File: config.mk
export PLATFORM = sky130hd
export DESIGN_NAME = selecting_machine_core
export DESIGN_NICKNAME = d
export VERILOG_FILES = /design/src/rtl/selecting_machine_core.sv
export SDC_FILE = /design/constraint.sdc
export NUM_CORES = 1
export LEC_CHECK = 0
export BUFFER_PORTS_ARGS = -buffer_cell sky130_fd_sc_hd__buf_2
export CAP_MARGIN = 20
export CORE_AREA = 2 2 140 142
export DETAILED_ROUTE_END_ITERATION = 6
export DIE_AREA = 0 0 142 144
export GPL_TIMING_DRIVEN = 0
export PLACE_DENSITY = 0.77
export SLEW_MARGIN = 10
export SYNTH_ARGS = -nofsm -noshare
export SYNTH_HDL_FRONTEND = slang
export SYNTH_SLANG_ARGS = --single-unit
File: constraint.sdc
create_clock -name clk -period 2.4 [get_ports clk]
set_input_delay 0.48 -clock clk [delete_from_list [all_inputs] [get_ports clk]]
set_output_delay 0.48 -clock clk [all_outputs]
set_load 0.05 [all_outputs]
File: src/rtl/selecting_machine_core.sv
// Multi-channel slot machine core: rolling digit counters, synchronised start/stop
// edges, game-result flags and a time-multiplexed common-cathode scan output.
module selecting_machine_core #(
  parameter int CH        = 6,
  parameter int DW        = 4,
  parameter int MOD       = 10,
  parameter int TICK_BASE = 1250000,
  parameter int TICK_STEP = 250000,
  parameter int SCAN_DIV  = 50000
) (
  input  logic             clk,
  input  logic             rst,
  input  logic             start,
  input  logic [CH-1:0]    btn,
  output logic [CH*DW-1:0] code,
  output logic [CH-1:0]    running,
  output logic             all_stopped,
  output logic             match,
  output logic [2:0]       scan_idx,
  output logic [CH-1:0]    digit_cath,
  output logic [DW-1:0]    digit_val
);

  localparam int NI   = CH + 1;
  localparam int PMAX = TICK_BASE + (CH - 1) * TICK_STEP;
  localparam int TW   = (PMAX > 1) ? $clog2(PMAX) : 1;
  localparam int SW   = (SCAN_DIV > 1) ? $clog2(SCAN_DIV) : 1;

  logic [NI-1:0] sync1_q, sync1_d;
  logic [NI-1:0] sync2_q, sync2_d;
  logic [NI-1:0] sync3_q, sync3_d;
  logic [NI-1:0] edge_q, edge_d;
  logic [1:0]    prime_q, prime_d;

  logic [TW-1:0] tick_cnt_q [CH];
  logic [TW-1:0] tick_cnt_d [CH];
  logic [CH-1:0] tick;

  logic [DW-1:0] code_q [CH];
  logic [DW-1:0] code_d [CH];
  logic [CH-1:0] running_q, running_d;
  logic          all_stopped_q, all_stopped_d;
  logic          match_q, match_d;
  logic          all_eq;

  logic [SW-1:0] scan_cnt_q, scan_cnt_d;
  logic          scan_tick;
  logic [2:0]    scan_idx_q, scan_idx_d;
  logic [CH-1:0] digit_cath_q, digit_cath_d;
  logic [DW-1:0] digit_val_q, digit_val_d;

  logic          start_edge;
  logic [CH-1:0] btn_edge;

  // Edges stay masked until the sync chain holds real samples, so a level held
  // high through reset is not mistaken for a fresh rising edge.
  always_comb begin
    sync1_d = {btn, start};
    sync2_d = sync1_q;
    sync3_d = sync2_q;
    prime_d = (prime_q == 2'd3) ? prime_q : prime_q + 2'd1;
    edge_d  = (prime_q == 2'd3) ? (sync2_q & ~sync3_q) : '0;
  end

  assign start_edge = edge_q[0];
  assign btn_edge   = edge_q[NI-1:1];

  always_comb begin
    tick = '0;
    for (int i = 0; i < CH; i++) begin
      tick[i]       = (tick_cnt_q[i] == TW'(TICK_BASE + i * TICK_STEP - 1));
      tick_cnt_d[i] = tick[i] ? '0 : tick_cnt_q[i] + TW'(1);
    end
  end

  // Start overrides a same-cycle stop; a stop suppresses a same-cycle advance.
  always_comb begin
    running_d = start_edge ? '1 : (running_q & ~btn_edge);
    for (int i = 0; i < CH; i++) begin
      code_d[i] = code_q[i];
      if (tick[i] && running_q[i] && !btn_edge[i]) begin
        code_d[i] = (code_q[i] == DW'(MOD - 1)) ? '0 : code_q[i] + DW'(1);
      end
    end
  end

  always_comb begin
    all_eq = 1'b1;
    for (int i = 1; i < CH; i++) begin
      if (code_q[i] != code_q[0]) begin
        all_eq = 1'b0;
      end
    end
    all_stopped_d = ~|running_q;
    match_d       = ~|running_q & all_eq;
  end

  // Cathode and value are both derived from the next slot index so they switch together.
  always_comb begin
    scan_tick  = (scan_cnt_q == SW'(SCAN_DIV - 1));
    scan_cnt_d = scan_tick ? '0 : scan_cnt_q + SW'(1);
    scan_idx_d = scan_idx_q;
    if (scan_tick) begin
      scan_idx_d = (scan_idx_q == 3'(CH - 1)) ? 3'd0 : scan_idx_q + 3'd1;
    end
    digit_cath_d = '1;
    digit_val_d  = '0;
    for (int i = 0; i < CH; i++) begin
      if (scan_idx_d == 3'(i)) begin
        digit_cath_d[i] = 1'b0;
        digit_val_d     = code_q[i];
      end
    end
  end

  always_ff @(posedge clk or negedge rst) begin
    if (!rst) begin
      sync1_q       <= '0;
      sync2_q       <= '0;
      sync3_q       <= '0;
      edge_q        <= '0;
      prime_q       <= '0;
      running_q     <= '0;
      all_stopped_q <= 1'b1;
      match_q       <= 1'b1;
      scan_cnt_q    <= '0;
      scan_idx_q    <= '0;
      digit_cath_q  <= {{(CH-1){1'b1}}, 1'b0};
      digit_val_q   <= '0;
      for (int i = 0; i < CH; i++) begin
        tick_cnt_q[i] <= '0;
        code_q[i]     <= '0;
      end
    end else begin
      sync1_q       <= sync1_d;
      sync2_q       <= sync2_d;
      sync3_q       <= sync3_d;
      edge_q        <= edge_d;
      prime_q       <= prime_d;
      running_q     <= running_d;
      all_stopped_q <= all_stopped_d;
      match_q       <= match_d;
      scan_cnt_q    <= scan_cnt_d;
      scan_idx_q    <= scan_idx_d;
      digit_cath_q  <= digit_cath_d;
      digit_val_q   <= digit_val_d;
      for (int i = 0; i < CH; i++) begin
        tick_cnt_q[i] <= tick_cnt_d[i];
        code_q[i]     <= code_d[i];
      end
    end
  end

  always_comb begin
    code = '0;
    for (int i = 0; i < CH; i++) begin
      code[i*DW +: DW] = code_q[i];
    end
  end

  assign running     = running_q;
  assign all_stopped = all_stopped_q;
  assign match       = match_q;
  assign scan_idx    = scan_idx_q;
  assign digit_cath  = digit_cath_q;
  assign digit_val   = digit_val_q;

endmodule

[Word-level counts from Yosys, hierarchy flattened]
Index checks and enable logic that the tools add are counted.
Operators by class
  eq/ne operators: 25
  add/subtract/negate cells: 15
  bitwise logic cells: 5
  reduce and logical (&&, ||, !) cells: 21
  multiplexer cells: 34
Operators with widths (number)
  $add 22x1->22 const B: 6
  $mux 22: 6
  $eq 22x21->1 const B: 4
  $mux 4: 12
  $eq 22x22->1 const B: 2
  $add 4x1->4 const B: 6
  $eq 4x4->1 const B: 6
  $ne 4x4->1: 5
  $add 16x1->16 const B: 1
  $eq 16x16->1 const B: 1
  $mux 16: 1
  $logic_and 1x1->1: 12
  $mux 1: 11
  $eq 3x3->1 const B: 3
  $and 7x7->7: 1
  $logic_not 1->1: 7
  $mux 7: 1
  $not 7->7: 1
  $and 6x6->6: 1
  $eq 3x2->1 const B: 2
  $mux 3: 2
  $mux 6: 1
  $not 6->6: 1
  $reduce_or 6->1: 1
  other kinds (6): 6
Word-level totals
  flip-flop bits (word level): 223
  word-level logic and storage cells: 124
  output and inout port bits: 45
  bits of input ports: 9

[Longest topological paths before layout]
  depth after elaboration: 10
  depth in mapped cells: 8
  gate-level depth less buffers: 7

[Worst setup path after synthesis]
Ideal clock, no wire load.
  path type: register to register
  start: register scan_cnt_q[7]
  end: register digit_val_q[1] (netlist: digit_val[1])
  setup time: 0.126 ns
  data required time: 2.274 ns
  period minus slack after synthesis: 2.473 ns
  arrival: 2.347 ns
  stages on the path, launching flop included: 8
  setup slack: -0.073 ns
  path through: dfrtp_1 > or4b_4 > or4_1 > buf_2 > buf_2 > and3_4 > a32o_1 > a221o_1
On the way
  cells in the longest elaborated chain, start to end: 9
  elaborated cells between the ends (all ways): 14
Ends and longest elaborated chain
  from (decl): line 46  | logic [SW-1:0] scan_cnt_q, scan_cnt_d;
  from (signal assigned): line 143  | scan_cnt_q <= scan_cnt_d;
  $eq 16x16->1 (*): line 100  | scan_tick = (scan_cnt_q == SW'(SCAN_DIV - 1));
  $mux 3 (*): line 103  | if (scan_tick) begin
  $logic_not 3->1: line 109  | if (scan_idx_d == 3'(i)) begin
  $mux 4 (5 in a row): line 109
  $mux 4 (*): line 109
  named net digit_val_d[1]: line 50  | logic [DW-1:0] digit_val_q, digit_val_d;
  to (signal assigned): line 146  | digit_val_q <= digit_val_d;
  to (decl): line 50
The timed path passes the listed nets; every way through them passes the cells marked *.
A chain may end at the register's enable or synchronous reset.

[Final worst setup path]
  start: register scan_cnt_q[11]
  end: register digit_val_q[1] (netlist: digit_val[1])
Same word-level chain as after synthesis.

==> summary.md <==
| Metric | Value |
|---|---|
| Status | `finished with violations` |
| Failing checks | `setup timing` |
| Hold_sp | `btn[1]` |
| Global-route wire length before repair | `approximately 36 mm` |
| Synthesized instance count | `between 900 and 1000` |
| Buf/Inv on CP | `1` |
| R2r worst-path depth | `6` |
| P_int | `between 6 and 7 mW` |
| Num CTS Buffers | `25` |
| Compound-Gate Fraction of Synth Area | `0.0431` |
| Largest net degree at the start of global routing | `89` |
| Ratio of cells with drive above 1 in the final layout | `0.153` |
| Antenna violations before repair | `0` |
| Power Total | `7.85 mW` |
| Gr ovfl total | `0` |
| Initial DRC Count | `493` |
| Worst path arrival time | `2860 ps` |
| H-tree levels | `1` |
| Actual slew at the worst max-slew pin | `628 ps` |
| Vias | `7559` |
| Sequential cell area fraction in the yosys report | `0.542` |
| RSZ-0062 raised after global routing | `true` |
| CP max stage cell | `or4_4` |
| Synth Net Count | `1005` |
| WHS Path Cells | `1` |
| Total Wirelength | `21.2 mm` |
| Fin area | `12000 um2` |
| Max-Cap Viols | `0` |
| Placer Congestion | `0.876` |
| Post-synthesis simple-gate area fraction | `0.242` |
| Area Overhead vs Synth | `16.6%` |
| #FFs+latches synth | `about 220` |
| CP Cell Sequence | `or4b_4 -> or4_4 -> buf_6 -> and3_4 -> a32o_2 -> a221o_1` |
| Max Fanout on Critical Path | `8` |
| Mux cell area share after synthesis | `0.0216` |
| DRC errors left | `0` |
| Worst flop-to-flop path endpoint | `digit_val[1]` |
| Fin Hold WS | `55.5 ps` |
| CTS Root Cell | `clkbuf_16` |
| DIE HEIGHT | `~140 um` |
| CTS Buffer Depth | `3` |
| CP top delay family | `simple AND/OR/NAND/NOR gates` |
| Xor-xnor portion of the synthesized cell area | `0.118` |
| Slew headroom | `0.577` |
| Worst-case hold path end point | `sync1_q[2]` |
| Die Wd | `142 um` |
| Post-synth ARST share | `1.00` |
| Maximum vdd ir drop | `0.670 mV` |
| Clock transition at path regs | `60 ps` |
| Leak pwr | `5.51 nW` |
| Row count | `~50` |
| Largest family of logic cells by synthesized area | `simple AND/OR/NAND/NOR gates` |
| Setup_tns | `-261 ps` |
| Critical Path Sink Type | `register` |
| Ant diodes | `0` |
| Initial Util | `0.540` |
| Critical Path RT | `2790 ps` |
| Fill cell count | `1509` |
| Reg power frac | `0.486` |
| Minimum clock period | `2480 ps` |
| Pre-antenna DRT Iters | `5` |
| Final hold violations | `0` |
| Num ports | `54` |
| Max-slew violation count | `0` |
| Fmax | `a little over 400 MHz` |
| # clock sinks | `223` |
| Worst Setup Slack, final | `-76.1 ps` |
| Class of the worst hold path | `primary input to register` |
| HPWL after DPL | `14.3 mm` |
| CORE AREA | `19100 um2` |
| Clock network power share | `0.490` |
| Clk_lat worst skew | `530 ps` |
| Crit Path Class | `register to register` |
| R2R Path Start | `scan_cnt_q[11]` |
| Power density over the cells | `roughly 650 nW/um2` |
| Final setup violation count | `5` |
| Unique masters post-synth | `52` |
| DR WL/cell | `15.8 um` |
| GRT Util Overall | `0.212` |
| Port buffer count | `53` |
| Vias/cell | `5.63` |
| Post-synth EDFFs | `0` |
| Worst R2R Setup Slack | `-80 ps` |
| Ys Warns | `0` |
| Die area | `20400 um2` |
| Placed standard-cell area | `11000 um2` |
| Clock skew | `around 16 ps` |
| Comb pwr share | `0.024` |
| Post-Syn Area | `10300 um2` |
| Period utilisation layout | `1.03` |
| Vias in the first global route | `between 7000 and 8000` |
| Top_reg_cell synth | `dfrtp_1` |
| CTS tree | `built` |
| Antenna-violating nets left | `0` |
| Element type at the critical path start | `register` |
| Nets | `1102` |
| Delay of the slowest cell on the worst path | `580 ps` |
| Adder-cell area share of the yosys netlist | `0.00971` |
| Syn Area/Cell | `between 10 and 15 um2` |
| Psw | `around 1.7 mW` |
| Switching share of power | `0.217` |
state kept, by name (all words and copies together), names as in the netlist:
signal and cells:
all_stopped 1, digit_val 4, scan_cnt_q 16, sync3_q 7
scan_idx 3, code 24, prime_q 2, match 1
running 6, digit_cath 6, sync1_q 7, sync2_q 7
tick_cnt_q 132, edge_q 7
cells in the mapped netlist, types with 10 or more instances:
master,instances,area share
dfrtp_1,216,0.52
nor2_1,107,0.039
nand3_1,80,0.039
xnor2_1,77,0.065
nand2_1,73,0.027
xor2_1,62,0.053
nand4_1,49,0.030
clkbuf_1,31,0.011
inv_1,26,0.0095
nor3_1,25,0.012
and3_1,24,0.015
nor2b_1,18,0.011
o21ai_0,18,0.0087
a21oi_1,15,0.0073
nor4_1,15,0.0091
and4_1,13,0.011
mux2i_1,11,0.011
mux2_2,10,0.011
or3_1,10,0.0061
through the flow:
step                       util  worst slack, ps  cells
final                     0.630            -76.1   1342
after floorplan               -            -62.8    988
after detailed placement  0.574             -340   1281
after CTS                 0.625            -59.7   1339
after global routing      0.630             -119   1342
after global placement    0.570            -2860   1279
placed cells by master (no fill, tap or decap), types with 4 or more instances in the layout:
cell type  netlist  routed
dfrtp_1        216     213
nor2_1         107     107
nand3_1         80      79
xnor2_1         77      76
nand2_1         73      72
xor2_1          62      62
buf_2            2      53
nand4_1         49      49
clkbuf_1        31      30
inv_1           26      25
clkbuf_16        0      25
nor3_1          25      24
and3_1          24      24
nor2b_1         18      18
o21ai_0         18      18
a21oi_1         15      15
buf_4            0      14
and4_1          13      13
mux2i_1         11      11
nor4_1          15      11
or3_1           10      10
mux2_2          10      10
ha_1             8       8
nand2b_1         7       7
o211ai_1         7       7
or2_2            7       7
nor4b_1          7       7
or4_1            8       7
dfstp_2          7       7
clkinv_2         0       7
and3b_1          6       6
a21o_1           4       4
and2_1           4       4
a211o_1          4       4
clkbuf_2         0       4
worst max-delay path by stage:
stage | slack, ps | to | depth (start not counted) | from
2_1_floorplan | -60 | digit_val[3] | 6 | scan_cnt_q[7]
3_3_place_gp | -2860 | tick_cnt_q[102] | 1 | rst
3_5_place_dp | -340 | digit_val[1] | 6 | scan_cnt_q[7]
4_1_cts | -60 | digit_val[1] | 6 | scan_cnt_q[13]
5_1_grt | -120 | digit_val[1] | 6 | scan_cnt_q[11]
6_report | -80 | digit_val[1] | 6 | scan_cnt_q[11]
worst register-to-register path: cells and delay by family, from the launching register on:
family          cells  cell delay (ps)
compound gates      2              510
buf+inv             1              170
flops               1              380
simple gates        3             1310
power by group through the flow:
stage	Combinational, mW	Clock (mW)	Sequential [mW]
floorplan	0.0302	0	3.92
global placement	0.181	0	3.88
detailed placement	0.195	0	3.88
CTS	0.199	3.92	3.81
global route	0.214	4.08	3.82
finish	0.192	3.85	3.81
cell families after synthesis:
group	Yosys count
AOI/OAI and AO/OA	66
xor gates and xnor gates	139
adders and majority gates	8
buffers and inverters	62
DFF	223
muxes	21
and+or+nand+nor	469
what timing repair did:
item,4_1_cts,5_1_grt
endpoints found under the hold margin,44,0
cloned,0,0
pin swaps,6,2
resized for setup,12,20
hold buffers,1,0
buffers inserted,12,3
setup endpoints to repair,20,45
layout make-up:
cell class,count,area (um2),share of cell area
clock inverters,15,166,0.0139
well taps,238,298,0.0248
flip-flops and latches,223,5590,0.466
repair buffers,71,457,0.0380
clock buffers,31,668,0.0556
inverters,26,100,0.00833
plain buffers,35,145,0.0121
multi-input cells,703,4590,0.382
routing by layer:
layer  global-route usage  vias to the layer above  wire [um]
li1                     -                     3655          -
met1                0.297                     3674       9670
met2                0.342                      186       9990
met3               0.0358                       44       1020
met4               0.0647                        0        533
met5                    0                        -          0
Power figures use the tool's default switching activity.
